--- src/rtl/cicero_cmd_pkg.sv ---
// Shared constants for the CICERO command controller: opcodes, FSM states,
// error codes and status word layout.
package cicero_cmd_pkg;

  localparam int unsigned TAG_W  = 8;
  localparam int unsigned OP_W   = 4;
  localparam int unsigned ERR_W  = 4;
  localparam int unsigned STATE_W = 4;

  localparam logic [OP_W-1:0] OP_NOP        = 4'd0;
  localparam logic [OP_W-1:0] OP_WRITE      = 4'd1;
  localparam logic [OP_W-1:0] OP_READ       = 4'd2;
  localparam logic [OP_W-1:0] OP_START      = 4'd3;
  localparam logic [OP_W-1:0] OP_CORE_RESET = 4'd4;
  localparam logic [OP_W-1:0] OP_CLEAR_ERR  = 4'd5;

  typedef enum logic [STATE_W-1:0] {
    ST_IDLE   = 4'd0,
    ST_DECODE = 4'd1,
    ST_MEM    = 4'd2,
    ST_START  = 4'd3,
    ST_DONE   = 4'd4
  } state_e;

  localparam logic [ERR_W-1:0] ERR_NONE          = 4'd0;
  localparam logic [ERR_W-1:0] ERR_ILLEGAL       = 4'd1;
  localparam logic [ERR_W-1:0] ERR_MEM_TIMEOUT   = 4'd2;
  localparam logic [ERR_W-1:0] ERR_START_TIMEOUT = 4'd3;

  localparam int unsigned ST_TAG_LSB    = 24;
  localparam int unsigned ST_STATE_LSB  = 20;
  localparam int unsigned ST_ERR_LSB    = 16;
  localparam int unsigned ST_RUN_BIT    = 2;
  localparam int unsigned ST_STICKY_BIT = 1;
  localparam int unsigned ST_BUSY_BIT   = 0;

endpackage

--- src/rtl/cicero_cmd_ctrl_cdc_sync_bus.sv ---
// Parameterized-width two-flop synchronizer for quasi-static buses.
module cdc_sync_bus #(
  parameter int unsigned W = 32
) (
  input  logic         clk,
  input  logic         rst_n,
  input  logic [W-1:0] d,
  output logic [W-1:0] q
);

  logic [W-1:0] meta;

  // Two-stage capture into the clk domain.
  always_ff @(posedge clk or negedge rst_n) begin
    if (!rst_n) begin
      meta <= '0;
      q    <= '0;
    end else begin
      meta <= d;
      q    <= meta;
    end
  end

endmodule

--- src/rtl/cicero_cmd_ctrl.sv ---
// CICERO command controller: synchronizes JTAG-side registers, decodes tagged
// commands and drives the instruction-memory port and core start handshake.
// Optional handshake watchdog enabled by defining CICERO_CMD_TIMEOUT_EN.
module cicero_cmd_ctrl
  import cicero_cmd_pkg::*;
#(
  parameter int unsigned TIMEOUT_CYCLES = 1024
) (
  input  logic        clk,
  input  logic        rst_n,
  input  logic [31:0] command,
  input  logic [31:0] address,
  input  logic [31:0] start_cc_pointer,
  input  logic [31:0] end_cc_pointer,
  input  logic [63:0] data_in,
  output logic [31:0] status,
  output logic [63:0] data_out,
  output logic        mem_req,
  output logic        mem_we,
  output logic [31:0] mem_addr,
  output logic [63:0] mem_wdata,
  input  logic        mem_ack,
  input  logic [63:0] mem_rdata,
  output logic        core_start,
  output logic [31:0] core_start_cc,
  output logic [31:0] core_end_cc,
  input  logic        core_accept,
  output logic        core_reset,
  input  logic        core_running
);

  if (TIMEOUT_CYCLES < 2) begin : g_bad_timeout
    $error("TIMEOUT_CYCLES must be at least 2");
  end

  logic [31:0] cmd_sync, cmd_prev, addr_sync, scc_sync, ecc_sync;
  logic [63:0] din_sync;

  cdc_sync_bus #(.W(32)) u_sync_cmd  (.clk(clk), .rst_n(rst_n), .d(command),          .q(cmd_sync));
  cdc_sync_bus #(.W(32)) u_sync_addr (.clk(clk), .rst_n(rst_n), .d(address),          .q(addr_sync));
  cdc_sync_bus #(.W(32)) u_sync_scc  (.clk(clk), .rst_n(rst_n), .d(start_cc_pointer), .q(scc_sync));
  cdc_sync_bus #(.W(32)) u_sync_ecc  (.clk(clk), .rst_n(rst_n), .d(end_cc_pointer),   .q(ecc_sync));
  cdc_sync_bus #(.W(64)) u_sync_din  (.clk(clk), .rst_n(rst_n), .d(data_in),          .q(din_sync));

  state_e            state_q, state_d;
  logic [TAG_W-1:0]  tag_q, last_tag;
  logic [OP_W-1:0]   op_q;
  logic [ERR_W-1:0]  pend_err, err_code;
  logic              sticky, busy_q, run_q;
  logic              detect_c, timeout_c, tmo_hit_c;

  // Previous synchronized command for the stability filter.
  always_ff @(posedge clk or negedge rst_n) begin
    if (!rst_n) cmd_prev <= '0;
    else        cmd_prev <= cmd_sync;
  end

  assign detect_c = (state_q == ST_IDLE) && (cmd_sync == cmd_prev) &&
                    (cmd_sync[31:24] != last_tag);

`ifdef CICERO_CMD_TIMEOUT_EN
  localparam int unsigned CNT_W = $clog2(TIMEOUT_CYCLES);
  logic [CNT_W-1:0] tmo_cnt;

  // Cycles spent waiting in the current handshake state.
  always_ff @(posedge clk or negedge rst_n) begin
    if (!rst_n)
      tmo_cnt <= '0;
    else if ((state_q == ST_MEM || state_q == ST_START) && state_d == state_q)
      tmo_cnt <= tmo_cnt + 1'b1;
    else
      tmo_cnt <= '0;
  end

  assign timeout_c = (state_q == ST_MEM || state_q == ST_START) &&
                     (tmo_cnt == CNT_W'(TIMEOUT_CYCLES - 1));
`else
  assign timeout_c = 1'b0;
`endif

  // FSM state register.
  always_ff @(posedge clk or negedge rst_n) begin
    if (!rst_n) state_q <= ST_IDLE;
    else        state_q <= state_d;
  end

  // Next-state decode; an ack in the same cycle as the watchdog limit wins.
  always_comb begin
    state_d   = state_q;
    tmo_hit_c = 1'b0;
    case (state_q)
      ST_IDLE:   if (detect_c) state_d = ST_DECODE;
      ST_DECODE: begin
        case (op_q)
          OP_WRITE, OP_READ: state_d = ST_MEM;
          OP_START:          state_d = ST_START;
          default:           state_d = ST_DONE;
        endcase
      end
      ST_MEM: begin
        if (mem_ack) state_d = ST_DONE;
        else if (timeout_c) begin
          state_d   = ST_DONE;
          tmo_hit_c = 1'b1;
        end
      end
      ST_START: begin
        if (core_accept) state_d = ST_DONE;
        else if (timeout_c) begin
          state_d   = ST_DONE;
          tmo_hit_c = 1'b1;
        end
      end
      ST_DONE:   state_d = ST_IDLE;
      default:   state_d = ST_IDLE;
    endcase
  end

  // Operand capture, handshake outputs, read data and error bookkeeping.
  always_ff @(posedge clk or negedge rst_n) begin
    if (!rst_n) begin
      tag_q         <= '0;
      op_q          <= OP_NOP;
      pend_err      <= ERR_NONE;
      last_tag      <= '0;
      err_code      <= ERR_NONE;
      sticky        <= 1'b0;
      busy_q        <= 1'b0;
      run_q         <= 1'b0;
      data_out      <= '0;
      mem_req       <= 1'b0;
      mem_we        <= 1'b0;
      mem_addr      <= '0;
      mem_wdata     <= '0;
      core_start    <= 1'b0;
      core_start_cc <= '0;
      core_end_cc   <= '0;
      core_reset    <= 1'b0;
    end else begin
      busy_q     <= (state_d != ST_IDLE);
      run_q      <= core_running;
      mem_req    <= (state_d == ST_MEM);
      mem_we     <= (state_d == ST_MEM) && (op_q == OP_WRITE);
      core_start <= (state_d == ST_START);
      core_reset <= (state_q == ST_DECODE) && (op_q == OP_CORE_RESET);

      if (detect_c) begin
        tag_q         <= cmd_sync[31:24];
        op_q          <= cmd_sync[3:0];
        mem_addr      <= addr_sync;
        mem_wdata     <= din_sync;
        core_start_cc <= scc_sync;
        core_end_cc   <= ecc_sync;
        pend_err      <= ERR_NONE;
      end

      if (state_q == ST_DECODE && op_q > OP_CLEAR_ERR)
        pend_err <= ERR_ILLEGAL;

      if (tmo_hit_c)
        pend_err <= (state_q == ST_START) ? ERR_START_TIMEOUT : ERR_MEM_TIMEOUT;

      if (state_q == ST_MEM && mem_ack && op_q == OP_READ)
        data_out <= mem_rdata;

      if (state_q == ST_DONE) begin
        last_tag <= tag_q;
        if (pend_err != ERR_NONE) begin
          err_code <= pend_err;
          sticky   <= 1'b1;
        end else if (op_q == OP_CLEAR_ERR) begin
          err_code <= ERR_NONE;
          sticky   <= 1'b0;
        end
      end
    end
  end

  // Status word assembled from registered fields only.
  always_comb begin
    status = '0;
    status[ST_TAG_LSB +: TAG_W]     = last_tag;
    status[ST_STATE_LSB +: STATE_W] = state_q;
    status[ST_ERR_LSB +: ERR_W]     = err_code;
    status[ST_RUN_BIT]              = run_q;
    status[ST_STICKY_BIT]           = sticky;
    status[ST_BUSY_BIT]             = busy_q;
  end

endmodule

--- config.mk ---
export PLATFORM = sky130hd
export DESIGN_NAME = cicero_cmd_ctrl
export DESIGN_NICKNAME = d
export VERILOG_FILES = /design/src/rtl/cicero_cmd_pkg.sv /design/src/rtl/cicero_cmd_ctrl_cdc_sync_bus.sv /design/src/rtl/cicero_cmd_ctrl.sv
export SDC_FILE = /design/constraint.sdc
export NUM_CORES = 1
export LEC_CHECK = 0
export CAP_MARGIN = 20
export CORE_AREA = 2 2 230 232
export CTS_CLUSTER_DIAMETER = 40
export DETAILED_ROUTE_END_ITERATION = 12
export DIE_AREA = 0 0 232 234
export DONT_BUFFER_PORTS = 1
export GPL_ROUTABILITY_DRIVEN = 0
export SLEW_MARGIN = 20
export SYNTH_ARGS = -nofsm -noshare
export SYNTH_HDL_FRONTEND = slang
export SYNTH_SLANG_ARGS = --single-unit
export TNS_END_PERCENT = 30
--- constraint.sdc ---
create_clock -name clk -period 3.2 [get_ports clk]
set_input_delay 0.48 -clock clk [delete_from_list [all_inputs] [get_ports clk]]
set_output_delay 0.48 -clock clk [all_outputs]
set_load 0.02 [all_outputs]
==> results of run 1 <==
[sequential cells by signal, summed over array words and instances, names as in the netlist, 64 cells and up]
| signal | cells |
|---|---|
| mem_wdata | 64 |
| u_sync_din.q | 64 |
| u_sync_din.meta | 64 |
| data_out | 64 |
[stage by stage]
| step | total power [uW] | utilization | hold slack [ns] | setup slack [ns] |
|---|---|---|---|---|
| after floorplan | 9050 | - | 0.184 | 0.969 |
| after global placement | 9060 | 0.409 | 0.203 | 0.431 |
| after detailed placement | 9070 | 0.409 | 0.202 | 0.407 |
| after CTS | 19800 | 0.521 | -0.485 | 0.383 |
| after global routing | 20300 | 0.521 | -0.468 | 0.301 |
| final | 19600 | 0.521 | -0.419 | 0.526 |
[area by class of cell]
| class | count | area [um^2] |
|---|---|---|
| Antenna cell | 2 | 5.00 |
| Clock buffer | 104 | 2440 |
| Clock inverter | 64 | 810 |
| Fill cell | 4090 | 24900 |
| Inverter | 1 | 3.75 |
| Multi-Input combinational cell | 347 | 3480 |
| Sequential cell | 672 | 16800 |
| Tap cell | 688 | 861 |
| Timing Repair Buffer | 268 | 2710 |
[cells in the mapped netlist, drive strengths merged, types with 2 or more instances]
master / instances / area share
clkbuf: 8 / 0.0015
a21oi: 2 / 0.00049
nand4b: 2 / 0.00085
buf: 39 / 0.014
xor2: 39 / 0.017
nor2b: 2 / 0.00061
mux2: 244 / 0.13
nand2b: 2 / 0.00061
nor2: 4 / 0.00073
nor3: 4 / 0.00097
or2: 3 / 0.00091
dfrtp: 672 / 0.82
nand4: 4 / 0.0012
nor4: 9 / 0.0027
nand2: 2 / 0.00037
[routing by layer]
metal  global-route usage  vias up  share of wire
met5                    0        -         0.0011
met4               0.0639        6          0.029
met3               0.0642       95          0.075
met2                0.257      317           0.51
met1                0.187     5121           0.38
li1                     -     4194              -
[worst max-delay path, cell delays in order, from the launching register on]
cell and delay (ns):
dfrtp_1 0.51, nor2_1 0.42, nand4_1 0.22, a2111oi_4 0.51, buf_12 0.25, buf_12 0.25, mux2_2 0.37
[power by group through the flow]
stage               Sequential [uW]  Clock [uW]  Combinational [uW]
finish                         8860       10400                 331
global route                   8890       11000                 355
CTS                            8860       10600                 331
detailed placement             9010           0                62.4
global placement               9000           0                62.4
floorplan                      8980           0                69.3
[worst paths after layout]
path / from / to / slack [ns]
setup / recovery: state_q[3] / core_end_cc[21] / 0.53
setup reg to reg: state_q[3] / core_end_cc[21] / 0.53
hold reg to reg: u_sync_cmd.meta[26] / u_sync_cmd.q[26] / 0.33
max in group asynchronous: rst_n / core_start_cc[2] / 2.43
hold / removal: rst_n / u_sync_din.meta[11] / -0.42
min in group clk: core_accept / core_start / 0.12
[logic make-up after synthesis]
kind of cell	count (synthesis)	synth area share
simple gates	36	0.0108
other cells	1	0.000183
xor+xnor	40	0.0171
mux	245	0.134
flops	672	0.819
buf+inv	48	0.0152
compound gates	9	0.00396
[layout by cell type, fill, tap and decap left out, types with 11 or more instances in the layout]
cell type	netlist	routed
clkbuf_16	0	93
clkinv_2	0	11
conb_1	1	17
dfrtp_1	672	672
dlygate4sd3_1	0	257
inv_6	0	12
mux2_1	125	125
mux2_2	119	119
xor2_1	39	39
==> results.md, run 1 <==
* Half-perimeter wire length after placement at 26300 um
* Flip-flop and latch count after synthesis at ~670
* Commonest register cell after synthesis: dfrtp_1
* Initial DRC count at 517
* Worst skew pair latency at 0.63 ns
* Via count at 9733
* Finish-stage setup viols at 0
* Power density over cell area at a little over 700 nW/um^2
* Kind of launch point of the worst setup path: register
* Violations in the final reports: negative hold slack
* Number of warnings printed during yosys synthesis at 0
* Placeable Area at 52000 um^2
* Path category of the worst min-delay check: primary input to asynchronous set/reset pin
* Combinational Power Share at 0.017
* Number of placed cells counting well taps at 1719
* Reported max-cap violation count at 0
* Global-route wire length before repair at about 65000 um
* Number of endpoints with negative hold slack in the final report at ~670
* Final-layout worst hold slack at -0.419 ns
* Cell area after placement at 21300 um^2
* Summed area of non-filler cells in the final layout at 27100 um^2
* CTS tree: yes
* Relative contribution of sequential cells to total power at 0.453
* Cell chosen for the clock root: clkbuf_16
* Number of enable-type register cells in the synthesized netlist at 0
* Via density at 4.54
* Switching power at 4170 uW
* Top Ports at between 500 and 600
* DRT antenna net count at 0
* Area growth from synthesis to final layout at 32.0%
* Least-Margin Pin Slew at ~1.5 ns
* Mean instance size in the synthesized netlist at 19.5 um^2
* Buffers inserted during post-CTS setup optimization at 0
* Proportion of register bits with asynchronous set or reset after synthesis at 1.00
* Fraction of power spent switching nets at 0.213
* Tcrit/Tclk final at 0.836
* Number of global-route vias before repair at between 10000 and 15000
* Largest net degree at the start of global routing at 673
* Worst Reg2Reg Path Length in Cells at 6
* Endpoint type of the worst setup path: register
* Fmax at 0.374 GHz
* Proportion of layout cells with a drive suffix above 1 at 0.205
* Floorplan die width at 232 um
* DRC viols at 0
* Number of different library cells in the post-synthesis netlist at 32
* Clock tree sinks at approximately 670
* Worst clock skew at 0.0283 ns
* Max-slew violations at 0
* Resized Gates After CTS at 0
* Setup TNS after final layout at 0 ns
* Proportion of power drawn by the clock network at 0.530
* Status: finished, violations left
* Slew margin rel. at 0.00574
* Unrepaired setup endpoints after global routing: false
* Number of antenna violations at the first check in global routing at 6
* Required time at the worst-slack endpoint at 3.71 ns
* Sequential-to-total area share from yosys stat at 0.819
* Num CTS Buffers at 91
* Internal power at around 15000 uW
* Number of rows in the core area at 84
* GRT Overall Usage at 0.158
* Number of H-tree levels at 3
* Die area at 54300 um^2
* Routed length per placed instance at between 15 and 20 um
* CP Class: register to register
* Hold-fix buffers, CTS at 257
* Die Height at 234 um
* Total Nets Final at between 1500 and 2000
* VDD IR-drop max at 0.491 mV
* Leakage power at 0.0130 uW
* Critical path data arrival time at 3.18 ns
* Aggregate global routing overflow at 0
* Buffer levels on the longest clock path at 3
* Initial cell density of the core at 0.395
* First-pass iteration count of the detailed router at 4
* Clk slew on worst S/H paths at around 0.060 ns
* Number of instances in the synthesized netlist at 1051
* Area of the mapped netlist at 20500 um^2
* Critical path peak fanout at 38
* Number of buffers added on ports at 0
* Count of non-filler cells in the finished layout at 2146
* Final routed wirelength across all metal layers at 42700 um
* Final period demand of the worst path at between 2 and 3 ns
Power figures use the tool's default switching activity.
==> run 2: changes to the inputs <==
- clock period: 3.2 -> 2.43 ns (I/O delays scaled with it)
==> run 2 against run 1 <==
Compared with the run above: the run ends with negative hold slack, max-slew violations, negative setup slack left; register-to-register slack got worse by 0.54 ns; sequential share of layout area shrank 2.9 points; die area did not move; fmax increased by 9.3%; highest routed layer unchanged.
==> results.md, run 2 (synthesis gave the netlist of run 1 again) <==
* Worst clock skew at 0.0170 ns (was 0.0283 ns)
* Path category of the worst min-delay check: primary input to asynchronous set/reset pin (unchanged)
* Aggregate global routing overflow at 0 (unchanged)
* Num CTS Buffers at 92 (was 91)
* First-pass iteration count of the detailed router at 6 (was 4)
* Die Height at 234 um (unchanged)
* Number of H-tree levels at 3 (unchanged)
* Global routing met3 resource utilization at 0.0589 (was 0.0642)
* Placeable Area at 52000 um^2 (unchanged)
* Number of endpoints with negative hold slack in the final report at 641 (was 672)
* Endpoint of the worst setup timing path: mem_wdata[1] (was core_end_cc[21])
* CP Class: register to register (unchanged)
* Power density over cell area at 912 nW/um^2 (was 721 nW/um^2)
* Initial cell density of the core at 0.395 (unchanged)
* Critical path peak fanout at 6 (was 38)
* Number of buffers added on ports at 0 (unchanged)
* Kind of launch point of the worst setup path: register (unchanged)
* Origin of the worst setup path: u_sync_cmd.q[3] (was state_q[3])
* VDD IR-drop max at 0.794 mV (was 0.491 mV)
* Startpoint of the worst register-to-register path: u_sync_cmd.q[3] (was state_q[3])
* Number of rows in the core area at 84 (unchanged)
* Final period demand of the worst path at 2.45 ns (was 2.67 ns)
* Most frequent CP cell: buf_6 (was buf_12)
* Master of the slowest instance on the critical path: dfrtp_1 (unchanged)
* Post-layout util at 0.547 (was 0.521)
* GRT Overall Usage at 0.160 (was 0.158)
* Final routed wirelength across all metal layers at 47200 um (was 42700 um)
* Total Nets Final at 1693 (was 1642)
* Global-route wire length before repair at 66000 um (was 65100 um)
* Most common cell after layout, fill and taps aside: dfrtp_1 (unchanged)
* Leakage power at 0.0133 uW (was 0.0130 uW)
* Finish-stage setup viols at 1 (was 0)
* FILL cells at 3952 (was 4090)
* Slew margin rel. at -0.615 (was 0.00574)
* Die area at 54300 um^2 (unchanged)
* Global routing met1 resource utilization at 0.188 (was 0.187)
* Largest stage delay, worst path at 0.39 ns (was 0.51 ns)
* Sequential cell area at 16800 um^2 (about the same)
* DRT antenna net count at 0 (unchanged)
* Worst Reg2Reg Path Length in Cells at 8 (was 6)
* Setup slack on the worst flop-to-flop path at -0.02 ns (was 0.53 ns)
* Largest net degree at the start of global routing at 673 (unchanged)
* Half-perimeter wire length after placement at 27000 um (was 26300 um)
* Via count at 10024 (was 9733)
* Number of antenna violations at the first check in global routing at 6 (unchanged)
* Initial DRC count at 526 (was 517)
* Buffer levels on the longest clock path at 3 (unchanged)
* Top Ports at 521 (unchanged)
* Violations in the final reports: negative hold slack, max-slew violations, negative setup slack (was negative hold slack)
* Number of placed cells counting well taps at 1747 (was 1719)
* Via density at 4.56 (was 4.54)
* CTS tree: yes (unchanged)
* Least-Margin Pin Slew at 2.42 ns (was 1.49 ns)
* Commonest cells after routing, fill and taps aside: 670 x dfrtp_1, 258 x dlygate4sd3_1, 138 x mux2_4 (was 672 x dfrtp_1, 257 x dlygate4sd3_1, 125 x mux2_1)
* Critical path data arrival time at 2.94 ns (was 3.18 ns)
* DRC viols at 0 (unchanged)
* Final-layout worst hold slack at -0.542 ns (was -0.419 ns)
* End of the worst register-to-register path: mem_wdata[1] (was core_end_cc[21])
* Multi-input combinational cell area at 4030 um^2 (was 3480 um^2)
* Max-slew violations at 343 (was 0)
* Worst path setup slack after routing at -0.0154 ns (was 0.526 ns)
* Clock tree sinks at 672 (unchanged)
* Worst skew pair latency at 0.62 ns (was 0.63 ns)
* Clk slew on worst S/H paths at 0.06 ns (about the same)
* Area growth from synthesis to final layout at 38.4% (was 32.0%)
* Met2 demand-to-capacity share in global routing at 0.264 (was 0.257)
* Routed length per placed instance at 21.5 um (was 19.9 um)
* Hold-fix buffers, CTS at 258 (was 257)
* Count of non-filler cells in the finished layout at 2196 (was 2146)
* Setup TNS after final layout at -0.0154 ns (was 0 ns)
* Most Used Layer, Global Route: met2 (unchanged)
* Sequence of cells on the critical path: xor2_1 > nor4_2 > nand4_1 > a2111oi_4 > buf_6 > clkbuf_16 > buf_6 > mux2_1 (was nor2_1 > nand4_1 > a2111oi_4 > buf_12 > buf_12 > mux2_2)
* Tcrit/Tclk final at 1.01 (was 0.836)
* Floorplan die width at 232 um (unchanged)
* Reported max-cap violation count at 0 (unchanged)
* Status: finished, violations left (unchanged)
* Proportion of layout cells with a drive suffix above 1 at 0.300 (was 0.205)
* Cell chosen for the clock root: clkbuf_16 (unchanged)
* Unrepaired setup endpoints after global routing: true (was false)
* Number of global-route vias before repair at 11116 (was 10863)
* Required time at the worst-slack endpoint at 2.92 ns (was 3.71 ns)
* Fmax at 0.409 GHz (was 0.374 GHz)
* Endpoint type of the worst setup path: register (unchanged)
-- run 2: area by class of cell --
class | instances | area share
Antenna cell | 3 | 0.000264
Clock inverter | 59 | 0.0279
Inverter | 1 | 0.000132
Clock buffer | 108 | 0.0862
Tap cell | 688 | 0.0303
Timing Repair Buffer | 318 | 0.122
Multi-Input combinational cell | 347 | 0.142
Sequential cell | 672 | 0.591
-- run 2: how the worst min path moves through the flow --
stage	from	endpoint	slack, ns	cells past startpoint
after detailed placement	rst_n	u_sync_din.meta[13]	0.08	0
after floorplan	rst_n	busy_q	0.07	0
final	rst_n	u_sync_din.meta[13]	-0.54	0
after global routing	rst_n	u_sync_din.meta[13]	-0.58	0
after CTS	rst_n	u_sync_din.meta[13]	-0.59	0
after global placement	rst_n	u_sync_din.meta[17]	0.09	0
-- run 2: metal layers --
| layer | share of wire | wire (um) |
|---|---|---|
| met3 | 0.068 | 3190 |
| met1 | 0.39 | 18300 |
| met4 | 0.031 | 1450 |
| met5 | 0.00068 | 32 |
| met2 | 0.51 | 24200 |
-- run 2: critical path, delay by kind of cell, from the launching register on --
kind            cells  cell delay, ns
mux                 1            0.34
xor+xnor            1            0.15
buf+inv             3            0.60
compound gates      1            0.26
simple gates        2            0.59
flops               1            0.39
-- run 2: power breakdown --
group | switching, uW | total (uW) | internal (uW)
sequential | 124 | 11700 | 11600
clock | 5230 | 13800 | 8570
combinational | 144 | 471 | 328
total | 5490 | 25900 | 20400
-- run 2: timing repair --
action	4_1_cts	5_1_grt
endpoints found under the setup margin	172	172
setup buffers	1	3
cloned	1	16
pin swaps	2	7
hold endpoints to repair	930	672
gates resized for setup	36	136
-- run 2: stage by stage --
stage | power (uW) | area, um^2 | hold slack [ns] | setup slack, ns
2_1_floorplan | 11900 | 20600 | 0.0689 | 0.199
3_3_place_gp | 11900 | 21500 | 0.0864 | -0.281
3_5_place_dp | 12000 | 21500 | 0.0822 | -0.257
4_1_cts | 26200 | 27500 | -0.594 | -0.146
5_1_grt | 26800 | 28400 | -0.581 | -0.116
6_report | 25900 | 28400 | -0.542 | -0.0154
